===== config.mk =====
export PLATFORM = sky130hd
export DESIGN_NAME = lsu_mem_ctrl
export DESIGN_NICKNAME = d
export VERILOG_FILES = /design/src/rtl/lsu_mem_ctrl.sv
export SDC_FILE = /design/constraint.sdc
export NUM_CORES = 1
export LEC_CHECK = 0
export BUFFER_PORTS_ARGS = -buffer_cell sky130_fd_sc_hd__buf_2
export CAP_MARGIN = 20
export CORE_MARGIN = 8
export CORE_UTILIZATION = 40
export CTS_CLUSTER_SIZE = 16
export DETAILED_ROUTE_END_ITERATION = 16
export PLACE_DENSITY = 0.68
export SLEW_MARGIN = 5
export SYNTH_ARGS = -nofsm -noshare
export SYNTH_HDL_FRONTEND = slang
export SYNTH_SLANG_ARGS = --single-unit

===== constraint.sdc =====
create_clock -name clk -period 3.3 [get_ports clk]
set_input_delay 0.825 -clock clk [delete_from_list [all_inputs] [get_ports clk]]
set_output_delay 0.825 -clock clk [all_outputs]
set_load 0.03 [all_outputs]

===== src/rtl/lsu_mem_ctrl.sv =====
// RV32I load/store unit in front of a byte-addressed RAM with falling-edge access.
// Optional misalignment trap is enabled by defining LSU_MISALIGN_TRAP_EN.
module lsu_mem_ctrl #(
  parameter int ADDR_WIDTH = 17
) (
  input  logic                  clk,
  input  logic                  rst,
  input  logic                  req_valid,
  output logic                  req_ready,
  input  logic                  req_we,
  input  logic [2:0]            req_funct3,
  input  logic [ADDR_WIDTH-1:0] req_addr,
  input  logic [31:0]           req_wdata,
  output logic                  rsp_valid,
  input  logic                  rsp_ready,
  output logic [31:0]           rsp_rdata,
  output logic                  rsp_err,
  output logic [ADDR_WIDTH-1:0] mem_raddr,
  output logic [ADDR_WIDTH-1:0] mem_waddr,
  output logic [31:0]           mem_wdata,
  output logic [3:0]            mem_wea,
  input  logic [31:0]           mem_rdata
);

  typedef enum logic [1:0] {
    IDLE   = 2'b00,
    ACCESS = 2'b01,
    RESP   = 2'b10
  } state_t;

  state_t                state_r, state_s;
  logic                  ready_r, rsp_valid_r, rsp_err_r, err_r, we_r;
  logic [2:0]            funct3_r;
  logic [ADDR_WIDTH-1:0] addr_r;
  logic [31:0]           wdata_r, rsp_rdata_r;
  logic [3:0]            wea_r, mask_s;
  logic [ADDR_WIDTH:0]   off_s, last_s;
  logic                  accept_s, misalign_s, err_s;

  // Lane mask of a legal access; all-zero marks an illegal funct3 for that direction
  function automatic logic [3:0] size_mask(input logic we, input logic [2:0] f3);
    logic [3:0] m;
    m = 4'b0000;
    case (f3)
      3'b000:  m = 4'b0001;
      3'b001:  m = 4'b0011;
      3'b010:  m = 4'b1111;
      3'b100:  m = we ? 4'b0000 : 4'b0001;
      3'b101:  m = we ? 4'b0000 : 4'b0011;
      default: m = 4'b0000;
    endcase
    return m;
  endfunction

  function automatic logic [31:0] load_extend(input logic [2:0] f3, input logic [31:0] d);
    logic [31:0] r;
    r = 32'h0000_0000;
    case (f3)
      3'b000:  r = {{24{d[7]}}, d[7:0]};
      3'b001:  r = {{16{d[15]}}, d[15:0]};
      3'b010:  r = d;
      3'b100:  r = {24'h00_0000, d[7:0]};
      3'b101:  r = {16'h0000, d[15:0]};
      default: r = 32'h0000_0000;
    endcase
    return r;
  endfunction

  // Screen the incoming request: illegal code, range overflow, optional misalignment
  always_comb begin
    accept_s = req_valid & ready_r;
    mask_s   = size_mask(req_we, req_funct3);
    off_s    = '0;
    case (mask_s)
      4'b0011: off_s = {{(ADDR_WIDTH-1){1'b0}}, 2'b01};
      4'b1111: off_s = {{(ADDR_WIDTH-1){1'b0}}, 2'b11};
      default: off_s = '0;
    endcase
    last_s = {1'b0, req_addr} + off_s;
`ifdef LSU_MISALIGN_TRAP_EN
    misalign_s = ((mask_s == 4'b0011) & req_addr[0]) |
                 ((mask_s == 4'b1111) & (req_addr[1:0] != 2'b00));
`else
    misalign_s = 1'b0;
`endif
    err_s = (mask_s == 4'b0000) | last_s[ADDR_WIDTH] | misalign_s;
  end

  // State register
  always_ff @(posedge clk) begin
    if (rst) begin
      state_r <= IDLE;
    end else begin
      state_r <= state_s;
    end
  end

  // Next-state logic
  always_comb begin
    state_s = state_r;
    case (state_r)
      IDLE: begin
        if (accept_s) state_s = ACCESS;
        else          state_s = IDLE;
      end
      ACCESS: state_s = RESP;
      RESP: begin
        if (rsp_ready) state_s = IDLE;
        else           state_s = RESP;
      end
      default: state_s = IDLE;
    endcase
  end

  // Request capture, single-cycle byte-enable pulse and response registers
  always_ff @(posedge clk) begin
    if (rst) begin
      ready_r     <= 1'b1;
      rsp_valid_r <= 1'b0;
      rsp_err_r   <= 1'b0;
      rsp_rdata_r <= 32'h0000_0000;
      err_r       <= 1'b0;
      we_r        <= 1'b0;
      funct3_r    <= 3'b000;
      addr_r      <= '0;
      wdata_r     <= 32'h0000_0000;
      wea_r       <= 4'b0000;
    end else begin
      case (state_r)
        IDLE: begin
          if (accept_s) begin
            ready_r  <= 1'b0;
            err_r    <= err_s;
            we_r     <= req_we;
            funct3_r <= req_funct3;
            addr_r   <= req_addr;
            wdata_r  <= req_wdata;
            wea_r    <= (req_we & ~err_s) ? mask_s : 4'b0000;
          end
        end
        ACCESS: begin
          wea_r       <= 4'b0000;
          rsp_valid_r <= 1'b1;
          rsp_err_r   <= err_r;
          // mem_rdata has settled from the falling edge inside this cycle
          rsp_rdata_r <= (err_r | we_r) ? 32'h0000_0000 : load_extend(funct3_r, mem_rdata);
        end
        RESP: begin
          if (rsp_ready) begin
            rsp_valid_r <= 1'b0;
            ready_r     <= 1'b1;
          end
        end
        default: begin
          ready_r     <= 1'b1;
          rsp_valid_r <= 1'b0;
          wea_r       <= 4'b0000;
        end
      endcase
    end
  end

  assign req_ready = ready_r;
  assign rsp_valid = rsp_valid_r;
  assign rsp_err   = rsp_err_r;
  assign rsp_rdata = rsp_rdata_r;
  assign mem_raddr = addr_r;
  assign mem_waddr = addr_r;
  assign mem_wdata = wdata_r;
  assign mem_wea   = wea_r;

endmodule


-- Word-level counts from Yosys, hierarchy flattened
Cells that the tools add are included.
- magnitude comparators: 0
- bitwise gates (word level): 8
- mux-type cells: 17
- multiply operators: 0
- equality and inequality tests: 14
- shift-type cells: 0
- div/mod/pow operators: 0
- reductions and logical operators: 8
- add/sub/neg operators: 1
- operators with widths (kind ; number):
    $pmux 32 s5 ; 1
    $mux 32 ; 1
    $pmux 4 s5 ; 1
    $add 17x18->18 ; 1
    $eq 3x3->1 const B ; 4
    $mux 4 ; 2
    $pmux 4 s2 ; 1
    $eq 3x1->1 const B ; 2
    $eq 3x2->1 const B ; 2
    $logic_not 3->1 ; 2
    $pmux 1 s3 ; 2
    $pmux 2 s3 ; 1
    $reduce_and 2->1 ; 3
    $mux 1 ; 5
    $eq 4x2->1 const B ; 1
    $eq 4x4->1 const B ; 1
    $logic_not 4->1 ; 1
    $mux 2 ; 2
    $ne 2x2->1 const B ; 2
    $not 1->1 ; 4
    $pmux 2 s2 ; 1
    $reduce_and 3->1 ; 1
    $and 1x1->1 ; 2
    $eq 2x1->1 const B ; 1
    other kinds (3) ; 4
- input port bits: 89
- word-level logic and storage cells: 59
- RAM bits: 0
- output and inout port bits: 105
- memories: 0
- latch bits: 0
- flip-flop bits (word level): 95
- memory bits (read-only): 0

-- Longest topological paths before layout
- depth after elaboration: 11
- mapped depth: 7
- mapped depth without buffers: 6

-- Least setup slack after synthesis
Ideal clock, no wire load.
- path type: input -> register
- from: in req_funct3[2]
- to: reg wea_r[1] (netlist: mem_wea[1])
- stages: 6
- data required time: 3.213 ns
- arrival time: 1.913 ns
- buffers on the path: 0
- slack: 1.300 ns
- library setup time: 0.087 ns
- cell sequence: nor3b_1 -> ha_1 -> nand2_1 -> o21bai_1 -> a21o_1 -> o31ai_1
- cells in the longest elaborated chain, start to end: 11
- elaborated cells between the ends (all ways): 17
- those cells by class: 1 x add/sub; 6 x eq/ne; 5 x mux; 3 x bitwise; 2 x reduce/logical
- ends and longest elaborated chain (item ; line ; text):
    start, declared ; 11 ; input logic [2:0] req_funct3,
    $eq 3x3->1 (tied with other cells) ; 44 ; case (f3)
    $pmux 4 s5 * ; 44 ;
    $eq 4x4->1 or $eq 4x2->1 (tied branches) ; 74 ; case (mask_s)
    $pmux 2 s2 ; 74 ;
    $add 17x18->18 ; 79 ; last_s = {1'b0, req_addr} + off_s;
    $or 1x1->1 ; 86 ; err_s = (mask_s == 4'b0000) | last_s[ADDR_WIDTH] | misalign_s;
    $not 1->1 ; 138 ; wea_r <= (req_we & ~err_s) ? mask_s : 4'b0000;
    $and 1x1->1 ; 138 ;
    $mux 4 * ; 138 ;
    $mux 4 * ; 131 ; if (accept_s) begin
    $pmux 4 s2 * ; 129 ; case (state_r)
    end signal, assigned ; 138 ;
    end, declared ; 36 ; logic [3:0] wea_r, mask_s;
Mark *: on every way between the ends. The rest lies on a longest branch, timed or not. The select of a mux whose other input is x is not followed.
A chain may end at the register's enable or synchronous reset.

-- Worst setup path in the final report
- from: in req_funct3[1]
- to: reg wea_r[1] (netlist: mem_wea[1])
Same word-level chain as after synthesis.

==> out/metrics.yaml <==
synth_warnings: 0
clock_latency_ps: 350
cp.arrival_ps: 2220
placed_cells: 745
final_common_cell: "buf_2"
fp-row-count: 36
seqPwrFrac_pct: 48.1
htree_levels: 3
fp.dieArea_mm2: 0.0132
finalSetupTns_ps: 0
layout_common_cells: "buf_2, nand2_1, dfxtp_1, a21oi_1"
worst_pin_slew_ps: 972
diodes: 0
fin_crit_sh_pct: 59.4
drive_gt1_share_pct: 42.1
routedWlPerCell_um: 14.6
hold_depth: 2
slew_headroom_pct: 35.0
die_y_um: 115
status: "finished, final reports clean"
p_per_area_mw_per_mm2: 515
initial_utilization_pct: 40.7
clock-root-buffer: "clkbuf_8"
hold_viol: 0
pwr-share-comb_pct: 22.2
hold_buffers: 0
firstDrtPassIters: 4
vias_per_cell: 4.75
grt_usage_pct: 16.4
overflow: 0
ant_nets: 0
hpwl_mm: 8.22
min_path_type: "flip-flop to flip-flop"
instances_no_fill: 762
syn2layout_area_growth_pct: 28.2
power.switching_mw: 0.845
ys_ff_latch: 94
grt_pass1_vias: 3761
drv_cap: 0
cts-resized-gates: 0
start_kind: "input pin"
grt_max_degree: 74
yosysUniqueCellTypes: 29
period_minus_slack_ps: 1960
drt_iter0_markers: 181
rsz0062_at_grt: "false"
routed_wl_mm: 11.1
clkTransAtPathRegs_ps: 90
p_leak_nw: 2.38
r2r_cells: 5
clockPowerShare_pct: 29.7
port_buffers: 193
seq_area_frac_synth_pct: 48.0
cts_buffer_depth: 2
cp.required_ps: 3560
antenna_found_initial: 0
synth_cells: 463
finalClockSkew_ps: 8.14
cp_max_fo: 6
vdd.ir_drop.worst_uv: 248
grt_pass1_wl_mm: 17.5
die_w_um: 115
worst_setup_path_end_kind: "flip-flop"
avgSynthCellArea_um2: 8.47
final_max_slew_viol_count: 0
syn_area_mm2: 0.00392
num-fill-cells: 985
holdWs_ps: 455
vias: 3622
syn-num-nets: 553
nets: 714
internal-power_mw: 1.75
clkSinkCount: 94
fmax_mhz: 510
routabilityCongestion: 0.801
coreArea_mm2: 0.00964
drcViolationCount: 0
path_class: "input pin to flip-flop"
cts_buffers: 9
setup_violations: 0
cts_tree: "built"
swShare_pct: 32.6
io_pins: 194
postCtsSetupBuffers: 0
-- metal layers --
metal  up-vias  GRT usage (%)  part of all wire (%)
li1       1848              -                     -
met1      1651           17.9                    41
met2       117           27.9                    49
met3         6           7.20                   9.4
met4         0           5.17                  0.61
met5         -              0                     0
-- worst max-delay path, stage by stage --
cell,delay (ps)
buf_2,130
nor3b_1,350
ha_1,300
nand2_1,70
o21bai_1,100
a21o_1,210
o31ai_1,230
-- metrics by stage --
step                      power (mW)  setup WS, ps  area, um2  util, %
final                           2.59          1340       5030     52.2
after global placement          1.84          1070       4820     50.0
after floorplan                 1.68          1300       3920        -
after global routing            2.73          1250       5030     52.2
after CTS                       2.63          1180       5020     52.1
after detailed placement        1.85           985       4820     50.0
-- worst paths after layout --
kind                            slack (ps)                 startpoint                   endpoint
worst max-delay path                  1340              req_funct3[1]    mem_wea[1]$_SDFFE_PP0P_
worst min-delay path                   450  mem_wdata[0]$_SDFFE_PP0P_  mem_wdata[0]$_SDFFE_PP0P_
worst max register to register        1450   funct3_r[2]$_SDFFE_PP0P_  rsp_rdata[9]$_SDFFE_PP0P_
worst min register to register         450  mem_wdata[0]$_SDFFE_PP0P_  mem_wdata[0]$_SDFFE_PP0P_
-- registers in the layout (all words and copies together) (netlist names) --
signal,count
funct3_r,3
mem_raddr,17
rsp_rdata,32
err_r,1
rsp_err,1
mem_wea,3
mem_wdata,32
rsp_valid,1
state_r,2
req_ready,1
we_r,1
-- final cells by class --
| cell class | count | area (um2) | area share [%] |
|---|---|---|---|
| Tap cell | 133 | 166 | 3.31 |
| Clock inverter | 7 | 72.6 | 1.44 |
| Inverter | 3 | 11.3 | 0.224 |
| Sequential cell | 94 | 1880 | 37.4 |
| Clock buffer | 9 | 124 | 2.46 |
| Multi-Input combinational cell | 315 | 1740 | 34.6 |
| Timing Repair Buffer | 201 | 1030 | 20.5 |
-- power groups by stage --
stage               clock (mW)  combinational, mW  sequential [mW]
floorplan                    0              0.294             1.39
global placement             0              0.570             1.27
detailed placement           0              0.580             1.27
CTS                      0.799              0.581             1.25
global route             0.843              0.626             1.26
finish                   0.769              0.574             1.25
-- logic make-up after synthesis --
| group | Yosys count | share of synthesized area (%) |
|---|---|---|
| AO/OA/AOI/OAI | 130 | 23.5 |
| adder cells (fa/ha/maj) | 1 | 0.319 |
| buffers and inverters | 54 | 8.01 |
| flip-flops | 94 | 48.0 |
| multiplexers | 2 | 0.511 |
| AND/OR/NAND/NOR | 182 | 19.7 |
-- cells in the mapped netlist, drive strengths merged --
cell type / instances / share of area (%)
o31ai: 1 / 0.19
ha: 1 / 0.32
mux2i: 2 / 0.51
o21ai: 10 / 1.3
nand4: 3 / 0.48
o21bai: 2 / 0.38
nor3: 3 / 0.38
nor3b: 2 / 0.38
a31oi: 2 / 0.32
nand2b: 2 / 0.32
nor2: 43 / 5.4
or2: 1 / 0.16
dfxtp: 94 / 48
buf: 35 / 6.2
nand3: 2 / 0.26
a22oi: 32 / 9.1
a21oi: 65 / 8.3
nand2: 122 / 12
clkbuf: 16 / 1.5
inv: 3 / 0.29
nor4: 1 / 0.16
a2111oi: 1 / 0.70
a21o: 17 / 3.3
nor2b: 3 / 0.48
Power figures use the tool's default switching activity.
